===== config.mk =====
export PLATFORM = sky130hd
export DESIGN_NAME = data_mem_access_unit
export DESIGN_NICKNAME = d
export VERILOG_FILES = /design/src/rtl/mem_if_pkg.sv /design/src/rtl/mem_lane_align.sv /design/src/rtl/data_mem_access_unit.sv
export SDC_FILE = /design/constraint.sdc
export NUM_CORES = 1
export LEC_CHECK = 0
export ABC_AREA = 1
export CAP_MARGIN = 20
export CORE_UTILIZATION = 66
export CTS_BUF_LIST = sky130_fd_sc_hd__clkbuf_2 sky130_fd_sc_hd__clkbuf_4 sky130_fd_sc_hd__clkbuf_8
export CTS_CLUSTER_DIAMETER = 40
export DETAILED_ROUTE_END_ITERATION = 10
export DONT_BUFFER_PORTS = 1
export PLACE_DENSITY = 0.82
export SYNTH_ARGS = -nofsm -noshare
export SYNTH_HDL_FRONTEND = slang
export SYNTH_SLANG_ARGS = --single-unit
export TNS_END_PERCENT = 30

===== constraint.sdc =====
create_clock -name clk -period 2.9 [get_ports clk]
set_clock_uncertainty 0.15 [all_clocks]
set_input_delay 0.58 -clock clk [delete_from_list [all_inputs] [get_ports clk]]
set_output_delay 0.58 -clock clk [all_outputs]
set_load 0.01 [all_outputs]

===== src/rtl/mem_if_pkg.sv =====
// rtl/mem_if_pkg.sv - access size, extension and FSM state encodings for data_mem_access_unit
package mem_if_pkg;

  localparam logic [1:0] SZ_NONE = 2'b00;
  localparam logic [1:0] SZ_BYTE = 2'b01;
  localparam logic [1:0] SZ_HALF = 2'b10;
  localparam logic [1:0] SZ_WORD = 2'b11;

  localparam logic EXT_ZERO = 1'b0;
  localparam logic EXT_SIGN = 1'b1;

  localparam logic [1:0] ST_IDLE   = 2'd0;
  localparam logic [1:0] ST_REQ    = 2'd1;
  localparam logic [1:0] ST_WAIT_R = 2'd2;
  localparam logic [1:0] ST_DONE   = 2'd3;

endpackage


===== src/rtl/mem_lane_align.sv =====
// rtl/mem_lane_align.sv - store lane replication, byte enables, load lane select and extension
module mem_lane_align
  import mem_if_pkg::*;
(
  input  logic [1:0]  size_i,
  input  logic [1:0]  off_i,
  input  logic        ext_i,
  input  logic [31:0] wdata_i,
  input  logic [31:0] rdata_i,
  output logic [3:0]  be_o,
  output logic [31:0] wdata_o,
  output logic [31:0] rdata_o
);

  logic [7:0]  byte_sel;
  logic [15:0] half_sel;

  always_comb begin
    case (off_i)
      2'd0:    byte_sel = rdata_i[7:0];
      2'd1:    byte_sel = rdata_i[15:8];
      2'd2:    byte_sel = rdata_i[23:16];
      default: byte_sel = rdata_i[31:24];
    endcase
    half_sel = off_i[1] ? rdata_i[31:16] : rdata_i[15:0];
  end

  always_comb begin
    be_o    = 4'b0000;
    wdata_o = 32'h0;
    rdata_o = 32'h0;
    case (size_i)
      SZ_BYTE: begin
        be_o    = 4'b0001 << off_i;
        wdata_o = {4{wdata_i[7:0]}};
        rdata_o = {{24{ext_i & byte_sel[7]}}, byte_sel};
      end
      SZ_HALF: begin
        be_o    = 4'b0011 << {off_i[1], 1'b0};
        wdata_o = {2{wdata_i[15:0]}};
        rdata_o = {{16{ext_i & half_sel[15]}}, half_sel};
      end
      SZ_WORD: begin
        be_o    = 4'b1111;
        wdata_o = wdata_i;
        rdata_o = rdata_i;
      end
      default: ;
    endcase
  end

endmodule


===== src/rtl/data_mem_access_unit.sv =====
// rtl/data_mem_access_unit.sv - byte/half/word load-store to word req/gnt/rvalid bus; MISALIGN_TRAP_EN enables misalign traps
module data_mem_access_unit
  import mem_if_pkg::*;
#(
  parameter int ADDR_W = 32
) (
  input  logic              clk,
  input  logic              rst,
  input  logic              req_valid,
  output logic              req_ready,
  input  logic              mem_read,
  input  logic              mem_write,
  input  logic [1:0]        data_size,
  input  logic              ext_type,
  input  logic [ADDR_W-1:0] addr,
  input  logic [31:0]       wdata,
  output logic              rsp_valid,
  output logic [31:0]       rsp_rdata,
  output logic              rsp_err,
  output logic              mem_req,
  output logic              mem_we,
  output logic [3:0]        mem_be,
  output logic [ADDR_W-3:0] mem_addr,
  output logic [31:0]       mem_wdata,
  input  logic              mem_gnt,
  input  logic              mem_rvalid,
  input  logic [31:0]       mem_rdata
);

  logic [1:0]        state_q, state_d;
  logic [1:0]        size_q, size_d;
  logic [1:0]        off_q, off_d;
  logic              ext_q, ext_d;
  logic              load_q, load_d;
  logic              rsp_valid_q, rsp_valid_d;
  logic [31:0]       rsp_rdata_q, rsp_rdata_d;
  logic              mem_req_q, mem_req_d;
  logic              mem_we_q, mem_we_d;
  logic [3:0]        mem_be_q, mem_be_d;
  logic [ADDR_W-3:0] mem_addr_q, mem_addr_d;
  logic [31:0]       mem_wdata_q, mem_wdata_d;

  logic        accept, access, misalign, idle;
  logic [1:0]  off_in;
  logic [1:0]  al_size, al_off;
  logic        al_ext;
  logic [3:0]  al_be;
  logic [31:0] al_wdata, al_rdata;

  assign idle   = (state_q == ST_IDLE);
  assign accept = req_valid & idle;
  assign access = (mem_read | mem_write) & (data_size != SZ_NONE);

`ifdef MISALIGN_TRAP_EN
  assign misalign = access & (((data_size == SZ_HALF) & addr[0]) |
                              ((data_size == SZ_WORD) & (addr[1:0] != 2'b00)));
  assign off_in   = addr[1:0];
`else
  assign misalign = 1'b0;
  assign off_in   = (data_size == SZ_WORD) ? 2'b00 :
                    (data_size == SZ_HALF) ? {addr[1], 1'b0} : addr[1:0];
`endif

  // One aligner serves both directions: live inputs while idle (store lanes), latched controls afterwards (load data).
  assign al_size = idle ? data_size : size_q;
  assign al_off  = idle ? off_in    : off_q;
  assign al_ext  = idle ? ext_type  : ext_q;

  mem_lane_align u_align (
    .size_i  (al_size),
    .off_i   (al_off),
    .ext_i   (al_ext),
    .wdata_i (wdata),
    .rdata_i (mem_rdata),
    .be_o    (al_be),
    .wdata_o (al_wdata),
    .rdata_o (al_rdata)
  );

  always_comb begin
    state_d     = state_q;
    size_d      = size_q;
    off_d       = off_q;
    ext_d       = ext_q;
    load_d      = load_q;
    rsp_valid_d = 1'b0;
    rsp_rdata_d = rsp_rdata_q;
    mem_req_d   = mem_req_q;
    mem_we_d    = mem_we_q;
    mem_be_d    = mem_be_q;
    mem_addr_d  = mem_addr_q;
    mem_wdata_d = mem_wdata_q;
    case (state_q)
      ST_IDLE: begin
        if (accept) begin
          size_d = data_size;
          off_d  = off_in;
          ext_d  = ext_type;
          load_d = ~mem_write;
          if (!access || misalign) begin
            rsp_rdata_d = 32'h0;
            state_d     = ST_DONE;
          end else begin
            mem_req_d   = 1'b1;
            mem_we_d    = mem_write;
            mem_be_d    = al_be;
            mem_addr_d  = addr[ADDR_W-1:2];
            mem_wdata_d = al_wdata;
            state_d     = ST_REQ;
          end
        end
      end
      ST_REQ: begin
        if (mem_gnt) begin
          mem_req_d = 1'b0;
          mem_we_d  = 1'b0;
          if (load_q) begin
            state_d = ST_WAIT_R;
          end else begin
            rsp_rdata_d = 32'h0;
            state_d     = ST_DONE;
          end
        end
      end
      ST_WAIT_R: begin
        if (mem_rvalid) begin
          rsp_rdata_d = al_rdata;
          state_d     = ST_DONE;
        end
      end
      default: begin
        rsp_valid_d = 1'b1;
        state_d     = ST_IDLE;
      end
    endcase
  end

  always_ff @(posedge clk) begin
    if (rst) begin
      state_q     <= ST_IDLE;
      size_q      <= SZ_NONE;
      off_q       <= 2'b00;
      ext_q       <= EXT_ZERO;
      load_q      <= 1'b0;
      rsp_valid_q <= 1'b0;
      rsp_rdata_q <= 32'h0;
      mem_req_q   <= 1'b0;
      mem_we_q    <= 1'b0;
      mem_be_q    <= 4'b0000;
      mem_addr_q  <= '0;
      mem_wdata_q <= 32'h0;
    end else begin
      state_q     <= state_d;
      size_q      <= size_d;
      off_q       <= off_d;
      ext_q       <= ext_d;
      load_q      <= load_d;
      rsp_valid_q <= rsp_valid_d;
      rsp_rdata_q <= rsp_rdata_d;
      mem_req_q   <= mem_req_d;
      mem_we_q    <= mem_we_d;
      mem_be_q    <= mem_be_d;
      mem_addr_q  <= mem_addr_d;
      mem_wdata_q <= mem_wdata_d;
    end
  end

`ifdef MISALIGN_TRAP_EN
  logic rsp_err_q;

  always_ff @(posedge clk) begin
    if (rst) begin
      rsp_err_q <= 1'b0;
    end else if (accept) begin
      rsp_err_q <= misalign;
    end
  end

  assign rsp_err = rsp_err_q;
`else
  assign rsp_err = 1'b0;
`endif

  assign req_ready = idle;
  assign rsp_valid = rsp_valid_q;
  assign rsp_rdata = rsp_rdata_q;
  assign mem_req   = mem_req_q;
  assign mem_we    = mem_we_q;
  assign mem_be    = mem_be_q;
  assign mem_addr  = mem_addr_q;
  assign mem_wdata = mem_wdata_q;

endmodule


==> results of run 1 <==
## cell type report
cell class | count | area (um2)
Timing Repair Buffer | 12 | 102.6
Inverter | 61 | 229.0
Multi-Input combinational cell | 586 | 2651
Clock inverter | 6 | 63.81
Tap cell | 102 | 127.6
Clock buffer | 10 | 137.6
Sequential cell | 109 | 2182
Fill cell | 684 | 2233
## worst max-delay path, cell delays in order (launching register included)
cell	delay (ps)
dfxtp_1	360
inv_1	90
ha_2	390
inv_2	120
nand2_1	130
nand2_4	130
nor2_8	270
nand4_4	300
nand2_1	130
inv_1	50
nand2_1	60
nand2_1	60
a21oi_1	150
## stage by stage
stage	hold WS (ps)	utilization, %	worst slack [ps]	instances	area, um2
2_1_floorplan	278.9	-	824.9	803	5296
3_3_place_gp	290.2	68.46	423.7	870	5290
3_5_place_dp	299.2	68.46	262.3	870	5290
4_1_cts	104.1	71.07	243.1	886	5492
5_1_grt	92.68	71.10	141.7	886	5494
6_report	115.2	71.10	430.3	886	5494
## metal layers
layer,up-vias,global-route usage (%)
li1,2508,-
met1,2294,42.79
met2,273,53.07
met3,38,9.715
met4,0,12.96
met5,-,0
## cells in the final DEF, fill, tap and decap left out, types with 2 or more instances in the layout
cell,n
nor3_1,2
nor2_2,2
o21ai_0,43
ha_1,3
nand2_2,5
inv_8,2
nor2_1,10
nand2_1,338
nand3_1,44
dfxtp_1,109
clkbuf_8,10
nand2_4,2
inv_2,6
o211ai_1,3
buf_4,11
nand4_1,3
a21boi_0,7
a21oi_1,111
inv_1,55
## worst min path at each step
stage	from	to	slack, ps
floorplan	size_q[1]	size_q[1]	280
global placement	ext_q	ext_q	290
finish	rst	mem_addr[28]	120
CTS	rst	mem_addr[6]	100
global route	rst	mem_addr[1]	90
detailed placement	off_q[0]	off_q[0]	300
## registers in the layout (all words and copies together) (netlist names)
signal     count
mem_wdata     32
rsp_rdata     32
mem_addr      30
mem_be         4
off_q          2
size_q         2
state_q        2
ext_q          1
load_q         1
mem_req        1
mem_we         1
rsp_valid      1
## power by group through the flow
stage	sequential [uW]	clock, uW	combinational (uW)
floorplan	1880	0	1740
global placement	1920	0	2070
detailed placement	1930	0	2110
CTS	1890	924	2120
global route	1910	982	2430
finish	1890	910	2160
## repair_timing
action	CTS	global route
endpoints found under the hold margin	0	0
hold buffers	0	0
endpoints found under the setup margin	0	25
resized for setup	0	1
## cells by family after synthesis
kind of cell    after synthesis
simple gates                412
compound gates              169
flops                       109
buf+inv                     108
fa+ha+maj                     4
other cells                   1
==> impl_metrics.ini, run 1 <==
[synthesis]
synth_area_leaders = dfxtp_1, nand2_1, a21oi_1
synth_commonest_cells = nand2_1, a21oi_1, dfxtp_1, inv_1, nand3_1
yosysMostFrequentCell = nand2_1
netlist_area_um2 = 5296
synth_edf_count = 0
syn_inst = 803
synth_top_cell_by_area = dfxtp_1
avgSynthCellArea_um2 = 6.596
synth_xor_area_share_pct = 0
yosysTopAreaCellShare_pct = 41.20
syn_nets = 913
synth_fa_ha_area_share_pct = 0.9450
yosys_warnings = 0
muxShareOfSynthArea_pct = 0
async_flop_share_pct = 0
ys_seq_area_share_pct = 41.20
synth_top_family_by_area = simple AND/OR/NAND/NOR gates
synthFlopType = dfxtp_1
synth-compound-area-share_pct = 16.75
yosys.area_share.simple_pct = 32.15
ys_ff_latch = 109
synth.distinct_cells = 32

[clock_tree]
cts.sinks = 109
clk_path_buf_depth = 2
worstSkewPairLatency_ps = 360
htreeDepth = 3
cts_root_buffer = clkbuf_8
clk_pin_slew_ps = 110
cts_tree = done
post-cts-setup-buffers = 0
numCtsBuffers = 9

[global_routing]
grt_use_total_pct = 33.45
grt_max_degree = 102
gr-total-overflow = 0
grt_pass1_vias = 4499
antenna_found_initial = 0
grt_pass1_wl_mm = 22.44

[power]
p_sw_share_pct = 45.18
power_frac_seq_pct = 38.1
p_comb_share_pct = 43.5
ir_drop_mv = 0.6850
p_switching_uw = 2240
p_leak_uw = 0.002331
clockPowerShare_pct = 18.4
power_density_nw_per_um2 = 902.3
power_uw = 4957
p_int_uw = 2718

[final_layout]
layout.nets = 889
diodes = 0
drive_gt1_share_pct = 6.505
syn_to_final_growth_pct = 3.733

[setup_path]
r2r-end = rsp_rdata[19]
reg2reg_slack_ps = 430
worst-endpoint-arrival_ps = 2620
r2r_cells = 12
worst_ep_required_time_ps = 3050
worstSetupEndpointType = flop
setup.worst_path.start_class = flop
r2r_start = state_q[0]
criticalPathCategory = flop to flop
critPathCapture = rsp_rdata[19]
crit_fanout = 18
critical_path.startpoint = state_q[0]

[sta]
fmax_mhz = 404.9
hold_viol = 0
period_share_pct = 85.16
slew_viol_final = 0
min_period_ps = 2470
setup_viol = 0
fin_setup_tns_ps = 0
rsz0062_at_grt = no

[flow_run]
max_cap_viol_count = 0

[routing]
wl_met1_mm = 5.588
first_iter_violations = 376
dr_wl_met3_mm = 1.677
drcViolationCount = 0
viasPerCell = 5.771
highest_layer = met4
dr.pass1.iters = 5
vias = 5113
final_antenna_net_count = 0
routed_wl_mm = 14.29
drt-wirelength-per-cell_um = 16.12
wl_met2_mm = 6.659

[run_status]
status = finished, final reports clean

[floorplan]
dieHeight_um = 91.58
core-area_um2 = 7727
rows = 32
die_width_um = 91.58
start_util_pct = 68.54
ios = 209
dieArea_um2 = 8387

[place]
hpwl_mm = 10.60
gp_congestion = 1.053
portBuffers = 0

[worst_hold_path]
holdPathStages = 1
hp-class = input port to flop
Power figures use the tool's default switching activity.
==> inputs of run 2 (changes only) <==
MAX_ROUTING_LAYER = met4   (was not set)
==> run 2 against run 1 <==
  * Worst hold slack lost 16 ps
  * Core utilization shrank 0.13 points
  * Die area is the same
  * Global-route usage grew 0.86 points
  * Sequential power is essentially flat
  * Non-clock buffer count shrank 3
  * Design area shrank 0.18%
  * Maximum frequency shrank 1.6%
  * Cell count shrank 0.34%
  * Critical path depth is the same
  * Sequential share of layout area grew 0.072 points
  * Sequential cell count is the same
==> impl_metrics.ini, run 2 (synthesis results as in run 1) <==
[sta]
slew_viol_final = 0
hold_viol = 0
min_period_ps = 2509
holdWs_ps = 98.90
fin_setup_tns_ps = 0
setup_viol = 0
period_share_pct = 86.50
rsz0062_at_grt = no
fmax_mhz = 398.6

[setup_path]
path_depth = 12
r2r_cells = 12
reg2reg_slack_ps = 390
r2r-end = rsp_rdata[23]
r2r_start = state_q[0]
cp_num_buf_inv = 2
setup.worst_path.start_class = flop
worst-endpoint-arrival_ps = 2660
criticalPathCategory = flop to flop
critPathMaxStageDelay_ps = 390
cpMostUsedCell = nand2_1
crit_fanout = 24
worst_ep_required_time_ps = 3050
crit_family = simple AND/OR/NAND/NOR gates
worstSetupEndpointType = flop
cp_cell_sequence = inv_1 > ha_2 > inv_2 > nand2_1 > nand2_2 > nor2_4 > nand2_1 > nand2_2 > nand3_4 > nand2_1 > nand2_1 > a21oi_1
slowest_stage = ha_2

[global_routing]
gr-total-overflow = 0
grt_max_degree = 102
grt_pass1_wl_mm = 22.25
grt_use_total_pct = 34.31
grt_pass1_vias = 4507
antenna_found_initial = 0

[clock_tree]
clk_path_buf_depth = 2
post-cts-setup-buffers = 0
numCtsBuffers = 9
cts.sinks = 109
htreeDepth = 3
worstSkewPairLatency_ps = 380
cts_tree = done
clk_pin_slew_ps = 120
cts_root_buffer = clkbuf_8

[power]
p_leak_uw = 0.002322
power_density_nw_per_um2 = 912.1
ir_drop_mv = 0.5382
power_uw = 5002

[routing]
viasPerCell = 5.744
vias = 5072
routed_wl_mm = 14.39
dr.pass1.iters = 7
final_antenna_net_count = 0
drt-wirelength-per-cell_um = 16.30
drcViolationCount = 0
first_iter_violations = 316

[final_layout]
diodes = 0
multi_input_area_um2 = 2651
final_common_cell = nand2_1
final_cell_mix = nand2_1, a21oi_1, dfxtp_1
syn_to_final_growth_pct = 3.544
drive_gt1_share_pct = 6.146
regArea_um2 = 2182
layout.nets = 886
fillers = 682

[floorplan]
ios = 209
dieArea_um2 = 8387
rows = 32
die_width_um = 91.58
start_util_pct = 68.54
dieHeight_um = 91.58
core-area_um2 = 7727

[worst_hold_path]
worst_hold_startpoint = rst
hp-class = input port to flop
hold_end = mem_addr[11]
holdPathStages = 1

[place]
portBuffers = 0
gp_congestion = 0.9280
hpwl_mm = 10.54

[flow_run]
max_cap_viol_count = 0

[run_status]
status = finished, final reports clean
==> run 2: timing repair <==
item | 4_1_cts | 5_1_grt
setup endpoints to repair | 0 | 19
resized for setup | 0 | 1
hold buffers | 0 | 0
==> run 2: power by group <==
part	internal, uW	leakage [uW]	total [uW]	switching, uW
Sequential	1680	0.000886	1890	206
Combinational	674	0.00133	2180	1510
Clock	343	0.000103	926	584
==> run 2: how the worst max path moves through the flow <==
stage,start,endpoint,slack [ps]
detailed placement,state_q[0],rsp_rdata[14],220
floorplan,state_q[0],rsp_rdata[10],820
global route,state_q[0],rsp_rdata[23],130
finish,state_q[0],rsp_rdata[23],390
CTS,state_q[0],rsp_rdata[23],180
global placement,state_q[0],mem_wdata[30],350
==> run 2: worst register-to-register path, stage by stage, from the launching register on <==
cell,delay (ps)
dfxtp_1,360
inv_1,100
ha_2,390
inv_2,120
nand2_1,110
nand2_2,200
nor2_4,240
nand2_1,90
nand2_2,100
nand3_4,230
nand2_1,160
nand2_1,60
a21oi_1,130
==> run 2: routing by layer <==
metal / GRT usage [%] / vias to the layer above / routed length [um]
met5: - / - / 0
li1: - / 2502 / -
met1: 41.87 / 2267 / 5640
met2: 54.20 / 266 / 6752
met3: 9.799 / 37 / 1609
met4: 12.04 / 0 / 388
==> run 2: per-stage QoR <==
| step | cells | util, % | area [um2] | setup WS [ps] |
|---|---|---|---|---|
| final | 883 | 70.97 | 5484 | 391.4 |
| after CTS | 883 | 70.94 | 5482 | 179.5 |
| after floorplan | 803 | - | 5296 | 824.9 |
| after global placement | 867 | 68.33 | 5280 | 351.8 |
| after detailed placement | 867 | 68.33 | 5280 | 222.3 |
| after global routing | 883 | 70.97 | 5484 | 128.0 |
==> run 2: cell type report <==
class,count,area share (%)
clock buffer,9,2.259
clock inverter,7,1.415
inverter,61,4.175
multi-input combinational,586,48.35
sequential,109,39.79
tap,102,2.327
timing repair buffer,9,1.688
==> inputs of run 3 (changes only) <==
CORE_UTILIZATION = 60   (was 66)
PLACE_DENSITY = 0.79   (was 0.82)
clock period = 2.2 ns   (was 2.9 ns; I/O delays follow)
==> run 3 against run 2 <==
  * The flow now finishes with violations (negative hold slack)
  * Non-clock buffer count rose by 27
  * First-iteration DRC count rose by 19%
  * Design area rose by 6.3%
  * Cell count rose by 3.7%
  * Global-route usage fell by 2.1 points
  * Sequential share of layout area fell by 2.4 points
  * Via count rose by 2.2%
  * Wire length rose by 6.4%
  * Setup slack got worse by 300 ps
  * Critical path type unchanged
  * Critical endpoint is now mem_we
==> impl_metrics.ini, run 3 (synthesis results as in run 1) <==
[global_routing]
grt.met1_usage_pct = 38.89
grt_max_degree = 102
grt_pass1_vias = 4494
gr-usage-met3_pct = 9.558
grt.busiest_layer = met2
antenna_found_initial = 0
grtUsageMet2_pct = 52.44
grt_pass1_wl_mm = 22.09
grt_use_total_pct = 32.22
gr-total-overflow = 0

[routing]
viasPerCell = 5.662
final_antenna_net_count = 0
dr.pass1.iters = 6
first_iter_violations = 376
routed_wl_mm = 15.31
drt-wirelength-per-cell_um = 16.71
vias = 5186
drcViolationCount = 0

[floorplan]
ios = 209
start_util_pct = 63.19
rows = 33
dieHeight_um = 95.96
die_width_um = 95.96
dieArea_um2 = 9207
core-area_um2 = 8382

[final_layout]
syn_to_final_growth_pct = 10.11
layout.nets = 916
diodes = 0
final_common_cell = nand2_1
stdcell_count = 916
final_area_um2 = 5832
drive_gt1_share_pct = 9.371
fin_util_pct = 69.58
final_cell_mix = nand2_1, a21oi_1, dfxtp_1

[place]
hpwl_mm = 10.74
portBuffers = 0
placed_area_um2 = 5441
gp_congestion = 0.9616
dp_cells = 886

[sta]
rsz0062_at_grt = yes
slew_viol_final = 0
setup_viol = 0
hold_viol = 10
fmax_mhz = 473.8
holdWs_ps = -31.48
min_period_ps = 2111
period_share_pct = 95.95

[setup_path]
crit_fanout = 8
r2r_start = state_q[0]
worstSetupEndpointType = flop
setup.worst_path.start_class = flop
worst_ep_required_time_ps = 2310
worst-endpoint-arrival_ps = 2220
r2r_cells = 9
reg2reg_slack_ps = 90
r2r-end = mem_we
criticalPathCategory = flop to flop

[clock_tree]
clk_path_buf_depth = 2
clk_pin_slew_ps = 110
cts_root_buffer = clkbuf_8
worstSkewPairLatency_ps = 370
numCtsBuffers = 9
htreeDepth = 3
cts_tree = done
cts_hold_buf = 5
cts.sinks = 109

[flow_run]
max_cap_viol_count = 0

[power]
ir_drop_mv = 1.049
power_density_nw_per_um2 = 1234
power_uw = 7197
p_leak_uw = 0.002485

[worst_hold_path]
hp-class = input port to flop
hold_end = mem_addr[16]
holdPathStages = 1
worst_hold_startpoint = rst

[run_status]
violations = negative hold slack
status = finished, violations left
==> run 3: report_power, final <==
group / switching, uW / internal (uW) / total [uW]
clock: 726 / 473 / 1200
combinational: 2220 / 1290 / 3510
sequential: 261 / 2220 / 2480
total: 3210 / 3990 / 7200
==> run 3: cell type report <==
cell class | instances | area, um2
multi-input cells | 589 | 2733
clock inverters | 6 | 62.56
clock buffers | 10 | 137.6
fillers | 748 | 2550
well taps | 105 | 131.4
repair buffers | 36 | 352.8
flip-flops and latches | 109 | 2183
inverters | 61 | 231.5
==> run 3: critical path: stages, from the launching register on <==
cell	delay, ps
dfxtp_2	340
inv_1	110
ha_4	210
buf_4	160
nand2_1	80
o21ai_1	150
nand2_1	110
nand2_1	70
a21oi_1	60
dlygate4sd3_1	560
==> run 3: what timing repair did <==
| action | in CTS | in global routing |
|---|---|---|
| cloned | 0 | 4 |
| resized for setup | 1 | 15 |
| hold endpoints to repair | 100 | 96 |
| pin swaps | 0 | 4 |
| setup buffers | 0 | 5 |
| endpoints found under the setup margin | 10 | 38 |
==> run 3: per-stage QoR <==
step           setup WS (ps)  setup TNS (ps)
3_5_place_dp          -5.708          -5.708
6_report               89.20               0
3_3_place_gp           99.67               0
5_1_grt               -1.671          -1.671
2_1_floorplan          124.9               0
4_1_cts                30.08               0
==> run 3: how the worst max path moves through the flow <==
stage | from | slack, ps | to | cells after the start
finish | state_q[0] | 90 | mem_we | 9
global route | state_q[0] | -2 | mem_we | 9
CTS | state_q[1] | 30 | rsp_rdata[18] | 12
detailed placement | state_q[1] | -6 | rsp_rdata[18] | 12
global placement | state_q[0] | 100 | rsp_rdata[19] | 12
floorplan | state_q[0] | 120 | rsp_rdata[10] | 13
==> run 3: layer usage <==
metal  wire (um)  part of all wire [%]  vias to the layer above
met2        7449                    49                      259
met4         275                   1.8                        0
li1            -                     -                     2568
met3        1683                    11                       26
met1        5899                    39                     2333
met5           0                     0                        -
